[config.mk]
export PLATFORM = sky130hd
export DESIGN_NAME = debug_cmd_engine_flat
export DESIGN_NICKNAME = d
export VERILOG_FILES = /design/src/rtl/debug_cmd_engine_if.sv /design/src/rtl/debug_cmd_engine.sv /design/src/flat_wrapper.sv
export SDC_FILE = /design/constraint.sdc
export NUM_CORES = 1
export LEC_CHECK = 0
export CAP_MARGIN = 20
export CORE_ASPECT_RATIO = 0.8
export CORE_MARGIN = 2
export CORE_UTILIZATION = 54
export CTS_CLUSTER_DIAMETER = 150
export DETAILED_ROUTE_END_ITERATION = 16
export HOLD_SLACK_MARGIN = 0.15
export PLACE_DENSITY = 0.85
export SLEW_MARGIN = 20
export SYNTH_ARGS = -nofsm -noshare
export SYNTH_HDL_FRONTEND = slang
export SYNTH_SLANG_ARGS = --single-unit
[constraint.sdc]
create_clock -name clk -period 5.05 [get_ports clk]
set_input_delay 1.515 -clock clk [delete_from_list [all_inputs] [get_ports clk]]
set_output_delay 1.515 -clock clk [all_outputs]
set_load 0.01 [all_outputs]
[src/rtl/debug_cmd_engine_if.sv]
// Byte-stream and debug register-bus signals for debug_cmd_engine.
// The master modport is the engine side; slave is the byte source/sink plus register file.
interface debug_cmd_engine_if;
  logic [7:0]  rx_data;
  logic        rx_valid;
  logic        rx_ready;
  logic [7:0]  tx_data;
  logic        tx_valid;
  logic        tx_ready;
  logic [7:0]  dbg_a;
  logic [15:0] dbg_di;
  logic        dbg_we;
  logic        dbg_rd;
  logic [15:0] dbg_do;
  logic        dbg_ready;

  modport master (
    input  rx_data, rx_valid, tx_ready, dbg_do, dbg_ready,
    output rx_ready, tx_data, tx_valid, dbg_a, dbg_di, dbg_we, dbg_rd
  );

  modport slave (
    output rx_data, rx_valid, tx_ready, dbg_do, dbg_ready,
    input  rx_ready, tx_data, tx_valid, dbg_a, dbg_di, dbg_we, dbg_rd
  );
endinterface

[src/rtl/debug_cmd_engine.sv]
// Byte-frame command engine driving the debug register bus with access and inter-byte timeouts.
// Define DEBUG_BURST_READ_EN to compile in the 0x62 burst-read opcode and its CNT state.
module debug_cmd_engine #(
  parameter int unsigned TIMEOUT_BITS = 8
) (
  input  logic               clk,
  input  logic               rst_n,
  debug_cmd_engine_if.master bus,
  output logic               busy
);
  typedef enum logic [3:0] {
    S_IDLE, S_ADDR, S_DLO, S_DHI,
`ifdef DEBUG_BURST_READ_EN
    S_CNT,
`endif
    S_ACCESS, S_TX_LO, S_TX_HI, S_TX_ACK, S_TX_NAK
  } state_e;

  localparam logic [7:0] OP_WR = 8'h77;
  localparam logic [7:0] OP_RD = 8'h72;
`ifdef DEBUG_BURST_READ_EN
  localparam logic [7:0] OP_BURST = 8'h62;
`endif
  localparam logic [7:0] ACK = 8'h06;
  localparam logic [7:0] NAK = 8'h15;
  // Counter value seen during the (2^N-1)-th waiting cycle.
  localparam logic [TIMEOUT_BITS-1:0] TO_LAST = {{(TIMEOUT_BITS-1){1'b1}}, 1'b0};

  state_e                  state_q, state_d;
  logic                    wr_q, wr_d;
  logic [7:0]              a_q, a_d;
  logic [15:0]             di_q, di_d;
  logic [15:0]             hold_q, hold_d;
  logic [7:0]              tx_data_q, tx_data_d;
  logic                    tx_valid_q, tx_valid_d;
  logic                    we_q, we_d;
  logic                    rd_q, rd_d;
  logic [TIMEOUT_BITS-1:0] to_q, to_d;
`ifdef DEBUG_BURST_READ_EN
  logic                    bst_q, bst_d;
  logic [7:0]              cnt_q, cnt_d;
`endif
  logic                    rx_ready_w, rx_fire, to_hit, timed;

  always_comb begin
    case (state_q)
      S_IDLE, S_ADDR, S_DLO, S_DHI: rx_ready_w = 1'b1;
`ifdef DEBUG_BURST_READ_EN
      S_CNT:                        rx_ready_w = 1'b1;
`endif
      default:                      rx_ready_w = 1'b0;
    endcase
  end

  assign rx_fire = bus.rx_valid & rx_ready_w;
  assign to_hit  = (to_q == TO_LAST);
  assign timed   = (state_q == S_ACCESS) || (rx_ready_w && (state_q != S_IDLE));

  always_comb begin
    state_d = state_q;
    wr_d    = wr_q;
    a_d     = a_q;
    di_d    = di_q;
    hold_d  = hold_q;
`ifdef DEBUG_BURST_READ_EN
    bst_d   = bst_q;
    cnt_d   = cnt_q;
`endif
    case (state_q)
      S_IDLE: if (rx_fire) begin
        case (bus.rx_data)
          OP_WR: begin
            wr_d    = 1'b1;
            state_d = S_ADDR;
`ifdef DEBUG_BURST_READ_EN
            bst_d   = 1'b0;
`endif
          end
          OP_RD: begin
            wr_d    = 1'b0;
            state_d = S_ADDR;
`ifdef DEBUG_BURST_READ_EN
            bst_d   = 1'b0;
`endif
          end
`ifdef DEBUG_BURST_READ_EN
          OP_BURST: begin
            wr_d    = 1'b0;
            bst_d   = 1'b1;
            state_d = S_ADDR;
          end
`endif
          default: state_d = S_TX_NAK;
        endcase
      end
      S_ADDR: begin
        if (rx_fire) begin
          a_d = bus.rx_data;
          if (wr_q) begin
            state_d = S_DLO;
          end else begin
`ifdef DEBUG_BURST_READ_EN
            if (bst_q) begin
              state_d = S_CNT;
            end else begin
              cnt_d   = 8'd1;
              state_d = S_ACCESS;
            end
`else
            state_d = S_ACCESS;
`endif
          end
        end else if (to_hit) begin
          state_d = S_IDLE;
        end
      end
      S_DLO: begin
        if (rx_fire) begin
          di_d[7:0] = bus.rx_data;
          state_d   = S_DHI;
        end else if (to_hit) begin
          state_d = S_IDLE;
        end
      end
      S_DHI: begin
        if (rx_fire) begin
          di_d[15:8] = bus.rx_data;
          state_d    = S_ACCESS;
        end else if (to_hit) begin
          state_d = S_IDLE;
        end
      end
`ifdef DEBUG_BURST_READ_EN
      // Count 0 wraps through 255..1 on decrement, giving 256 reads.
      S_CNT: begin
        if (rx_fire) begin
          cnt_d   = bus.rx_data;
          state_d = S_ACCESS;
        end else if (to_hit) begin
          state_d = S_IDLE;
        end
      end
`endif
      S_ACCESS: begin
        if (bus.dbg_ready) begin
          hold_d  = bus.dbg_do;
          state_d = wr_q ? S_TX_ACK : S_TX_LO;
        end else if (to_hit) begin
`ifdef DEBUG_BURST_READ_EN
          cnt_d   = 8'd0;
`endif
          state_d = S_TX_NAK;
        end
      end
      S_TX_LO: if (bus.tx_ready) state_d = S_TX_HI;
      S_TX_HI: if (bus.tx_ready) begin
`ifdef DEBUG_BURST_READ_EN
        cnt_d   = cnt_q - 8'd1;
        state_d = (cnt_d != 8'd0) ? S_ACCESS : S_IDLE;
`else
        state_d = S_IDLE;
`endif
      end
      S_TX_ACK, S_TX_NAK: if (bus.tx_ready) state_d = S_IDLE;
      default: state_d = S_IDLE;
    endcase

    // Registered outputs are decoded from the next state so they align with it.
    we_d       = (state_d == S_ACCESS) && wr_d;
    rd_d       = (state_d == S_ACCESS) && !wr_d;
    tx_valid_d = (state_d == S_TX_LO) || (state_d == S_TX_HI) ||
                 (state_d == S_TX_ACK) || (state_d == S_TX_NAK);
    tx_data_d  = tx_data_q;
    case (state_d)
      S_TX_LO:  tx_data_d = hold_d[7:0];
      S_TX_HI:  tx_data_d = hold_d[15:8];
      S_TX_ACK: tx_data_d = ACK;
      S_TX_NAK: tx_data_d = NAK;
      default:  ;
    endcase

    if ((state_d != state_q) || rx_fire || !timed) to_d = '0;
    else                                           to_d = to_q + 1'b1;
  end

  always_ff @(posedge clk or negedge rst_n) begin
    if (!rst_n) begin
      state_q    <= S_IDLE;
      wr_q       <= 1'b0;
      a_q        <= '0;
      di_q       <= '0;
      hold_q     <= '0;
      tx_data_q  <= '0;
      tx_valid_q <= 1'b0;
      we_q       <= 1'b0;
      rd_q       <= 1'b0;
      to_q       <= '0;
`ifdef DEBUG_BURST_READ_EN
      bst_q      <= 1'b0;
      cnt_q      <= '0;
`endif
    end else begin
      state_q    <= state_d;
      wr_q       <= wr_d;
      a_q        <= a_d;
      di_q       <= di_d;
      hold_q     <= hold_d;
      tx_data_q  <= tx_data_d;
      tx_valid_q <= tx_valid_d;
      we_q       <= we_d;
      rd_q       <= rd_d;
      to_q       <= to_d;
`ifdef DEBUG_BURST_READ_EN
      bst_q      <= bst_d;
      cnt_q      <= cnt_d;
`endif
    end
  end

  assign bus.rx_ready = rx_ready_w;
  assign bus.tx_data  = tx_data_q;
  assign bus.tx_valid = tx_valid_q;
  assign bus.dbg_a    = a_q;
  assign bus.dbg_di   = di_q;
  assign bus.dbg_we   = we_q;
  assign bus.dbg_rd   = rd_q;
  assign busy         = (state_q != S_IDLE);
endmodule

[src/flat_wrapper.sv]
// flat-port wrapper written by rule: the top's interface ports become plain ports
module debug_cmd_engine_flat 
#(
  parameter int unsigned TIMEOUT_BITS = 8
)
  (clk, rst_n, busy, bus_rx_data, bus_rx_valid, bus_tx_ready, bus_dbg_do, bus_dbg_ready, bus_rx_ready, bus_tx_data, bus_tx_valid, bus_dbg_a, bus_dbg_di, bus_dbg_we, bus_dbg_rd);
  debug_cmd_engine_if bus_i ();
  input  logic clk;
  input  logic rst_n;
  output logic busy;
  input wire logic [$bits(bus_i.rx_data)-1:0] bus_rx_data;
  input wire logic [$bits(bus_i.rx_valid)-1:0] bus_rx_valid;
  input wire logic [$bits(bus_i.tx_ready)-1:0] bus_tx_ready;
  input wire logic [$bits(bus_i.dbg_do)-1:0] bus_dbg_do;
  input wire logic [$bits(bus_i.dbg_ready)-1:0] bus_dbg_ready;
  output wire logic [$bits(bus_i.rx_ready)-1:0] bus_rx_ready;
  output wire logic [$bits(bus_i.tx_data)-1:0] bus_tx_data;
  output wire logic [$bits(bus_i.tx_valid)-1:0] bus_tx_valid;
  output wire logic [$bits(bus_i.dbg_a)-1:0] bus_dbg_a;
  output wire logic [$bits(bus_i.dbg_di)-1:0] bus_dbg_di;
  output wire logic [$bits(bus_i.dbg_we)-1:0] bus_dbg_we;
  output wire logic [$bits(bus_i.dbg_rd)-1:0] bus_dbg_rd;
  assign bus_i.rx_data = bus_rx_data;
  assign bus_i.rx_valid = bus_rx_valid;
  assign bus_i.tx_ready = bus_tx_ready;
  assign bus_i.dbg_do = bus_dbg_do;
  assign bus_i.dbg_ready = bus_dbg_ready;
  assign bus_rx_ready = bus_i.rx_ready;
  assign bus_tx_data = bus_i.tx_data;
  assign bus_tx_valid = bus_i.tx_valid;
  assign bus_dbg_a = bus_i.dbg_a;
  assign bus_dbg_di = bus_i.dbg_di;
  assign bus_dbg_we = bus_i.dbg_we;
  assign bus_dbg_rd = bus_i.dbg_rd;
  debug_cmd_engine #(.TIMEOUT_BITS(TIMEOUT_BITS)) u_core (.clk(clk), .rst_n(rst_n), .bus(bus_i), .busy(busy));
endmodule
==> flow_summary.toml <==
[placed_design]
globalplace.congestion = 0.8415
hpwl_um = 4554
placed_cells = 352
portBuffers = 65
placed_cell_area_sq_um = 3560

[cells_and_area]
area_delta_synth_final_pct = 31.01
nNetsFinal = 332
drive_gt1_share_pct = 19.61
fin_area_sq_um = 3759
final_cell_count_no_fill = 368
antenna_cells = 0

[clock_network]
htreeDepth = 3
clockBufferDepth = 2
hold_buffers = 0
clk_pin_slew_worst_paths_ns = 0.06
cts_setup_buffers = 0
cts_resized = 0
clk_latency_ns = 0.34
cts_tree = "built"
cts_root_buffer = "clkbuf_8"
numClockSinks = 64
cts_buffers = 9

[floorplanning]
core_area_sq_um = 5065
fp.dieH_um = 69.20
die-area_sq_um = 5916
io-pin-count = 66
initial_core_util_pct = 56.65
die_width_um = 85.50
rows = 23

[route]
top_layer = "met4"
route.detailed.drc = 0
wl_per_cell_um = 17.55
drtAntennaViolNets = 0
dr_wl_met3_um = 486
drt_wl_total_um = 6459
drt_first_pass_iters = 4
vias_per_cell = 5.641
dr_wl_met2_um = 3056
vias = 2076
first_iter_violations = 227
wl_met1_um = 2840

[outcome]
status = "completed"

[worst_setup_path]
critPathLaunch = "bus_rx_valid"
path_delay_family = "compound AO/OA/AOI/OAI gates"
worstSetupStartpointType = "primary input"
arrival_ns = 3.97
path_common_cell = "a221o_1"
cp_slowest_cell = "clkdlybuf4s50_1"
r2r-start = "u_core.to_q[0]$_DFF_PN0_"
crit_path_max_fanout = 10
required_ns = 5.27
critPathCaptureType = "flip-flop"
cp_slowest_stage_delay_ns = 0.59
crit_type = "in2reg"
worst-path-buf-inv = 1
crit_chain = "clkdlybuf4s50_1, nor3b_1, nand3_1, o2bb2ai_1, a221o_1, a21oi_4, a221o_1"

[sta]
period_needed_ns = 3.748
fmax_ghz = 0.2668
worst_pin_slew_ns = 0.7780
setup-violations-final = 0
fin_tns_setup_ns = 0
hold_viol = 0
fin_crit_sh_pct = 74.22
slew_headroom_pct = 47.94
clock_skew_ns = 0.008519
drv_slew = 0
rsz0062_at_grt = "false"

[hold_path]
worstHoldStart = "u_core.bus.dbg_a[2]$_DFFE_PN0P_"
hp-class = "reg2reg"

[global_routing]
grt_pass1_wl_um = 11080
track_usage_pct = 24.38
grt_max_degree = 34
antenna_found_initial = 0
grt.overflow.total = 0
grt_pass1_vias = 2219

[synth]
yosys_most_used_dff = "dfrtp_1"
syn_nets = 262
synth_top_cell_area_share_pct = 55.82
syn_avg_cell_area_sq_um = 12.42
async_flop_share_pct = 100.0
syn_inst = 231
yosysSeqAreaShare_pct = 55.82
ys_seq_elements = 64
yosys_warnings = 0
synth_cell_type_count = 46
syn-cell-area_sq_um = 2869
yosysTopAreaCell = "dfrtp_1"
synthTopCellsByArea = "dfrtp_1 (56%), mux2_2 (14%), nor2_1 (1.8%)"
synth-edff-count = 0

[power_and_ir_drop]
total_leakage_power_uw = 0.001740
peakVddDrop_v = 0.0003333
p_per_area_nw_per_um2 = 481.5

[run]
maxCapViolCount = 0
-- flip-flops by register name, indices dropped and copies added, names as in the netlist --
| signal | flops |
|---|---|
| u_core.bus.dbg_a | 8 |
| u_core.bus.dbg_di | 16 |
| u_core.bus.dbg_rd | 1 |
| u_core.bus.dbg_we | 1 |
| u_core.bus.tx_data | 8 |
| u_core.bus.tx_valid | 1 |
| u_core.hold_q | 16 |
| u_core.state_q | 4 |
| u_core.to_q | 8 |
| u_core.wr_q | 1 |
-- layout make-up --
| class | count | area (sq um) |
|---|---|---|
| fillers | 343 | 1306 |
| multi-input cells | 147 | 1179 |
| inverters | 13 | 48.80 |
| flip-flops and latches | 64 | 1602 |
| well taps | 62 | 77.57 |
| clock inverters | 3 | 40.04 |
| repair buffers | 66 | 653.1 |
| clock buffers | 13 | 158.9 |
-- tightest hold or removal path: cells and delay by family, from the launching register on --
family | cells | cell delay (ns)
flops | 1 | 0.34
simple gates | 1 | 0.04
compound gates | 1 | 0.06
-- cell usage in the layout (no fill, tap or decap), types with 2 or more instances in the layout --
cell,n
clkdlybuf4s50_1,64
dfrtp_1,64
mux2_2,36
nor2_1,14
nand2_1,13
inv_1,12
clkbuf_8,11
and3_1,8
nand2b_1,6
xor2_1,6
a221o_1,5
nor3_1,4
nand3_1,4
o21ai_0,4
a32oi_1,4
nand3b_1,3
a21oi_1,3
o21ai_1,3
nor3b_1,2
nand4b_1,2
o211ai_1,2
o21a_1,2
mux2i_1,2
and3b_1,2
a221oi_1,2
ha_1,2
clkbuf_1,2
clkinv_2,2
-- logic make-up after synthesis --
family / count (synthesis) / share of synthesized area [%]
fa+ha+maj: 2 / 0.8721
buf+inv: 20 / 3.096
flops: 64 / 55.82
xor+xnor: 7 / 2.137
compound gates: 31 / 9.202
mux: 38 / 14.83
simple gates: 69 / 14.04
-- layer usage --
layer  track usage, %  up-vias
met1            32.94     1025
met2            35.42       70
met5                0        -
met4            7.407        0
met3            11.07       10
li1                 -      971
-- cell usage after synthesis, types with 2 or more instances --
library cell and n:
nand2_1 13, buf_2 5, inv_1 12, ha_1 2
nor2_1 14, and3_1 8, and3b_1 2, a21oi_1 3
a221oi_1 2, nand3b_1 3, o21a_1 2, xor2_1 6
nor3_1 4, a32oi_1 4, nor3b_1 2, dfrtp_1 64
nand3_1 4, a221o_1 5, mux2_2 36, mux2i_1 2
o211ai_1 2, nand4b_1 2, o21ai_0 4, nand2b_1 6
o21ai_1 3
-- final timing paths --
| check | slack (ns) | depth (start not counted) | endpoint |
|---|---|---|---|
| worst max register to register | 2.36 | 8 | u_core.bus.tx_data[2]$_DFFE_PN0P_ |
| worst min-delay path | 0.48 | 2 | u_core.bus.dbg_a[2]$_DFFE_PN0P_ |
| min in group asynchronous | 1.23 | 1 | u_core.bus.dbg_di[1]$_DFFE_PN0P_ |
| worst min register to register | 0.48 | 2 | u_core.bus.dbg_a[2]$_DFFE_PN0P_ |
| max in group asynchronous | 2.92 | 2 | u_core.bus.tx_data[6]$_DFFE_PN0P_ |
| worst max-delay path | 1.30 | 7 | u_core.bus.tx_data[3]$_DFFE_PN0P_ |
-- report_power, final --
group	switching (uW)	internal, uW	total (uW)
sequential	97.2	658	755
clock	184	254	438
combinational	284	333	617
total	565	1240	1810
-- per-stage QoR --
step                hold slack (ns)  setup slack, ns  util (%)  power (uW)
floorplan                    0.4504            1.750         -        1093
global placement             0.4622            1.056     70.28        1350
detailed placement           0.4702           0.9654     70.28        1375
CTS                          0.4836            1.336     74.21        1821
global route                 0.5145            1.084     74.21        1912
finish                       0.4795            1.302     74.21        1810
(Power assumes the default switching activity.)
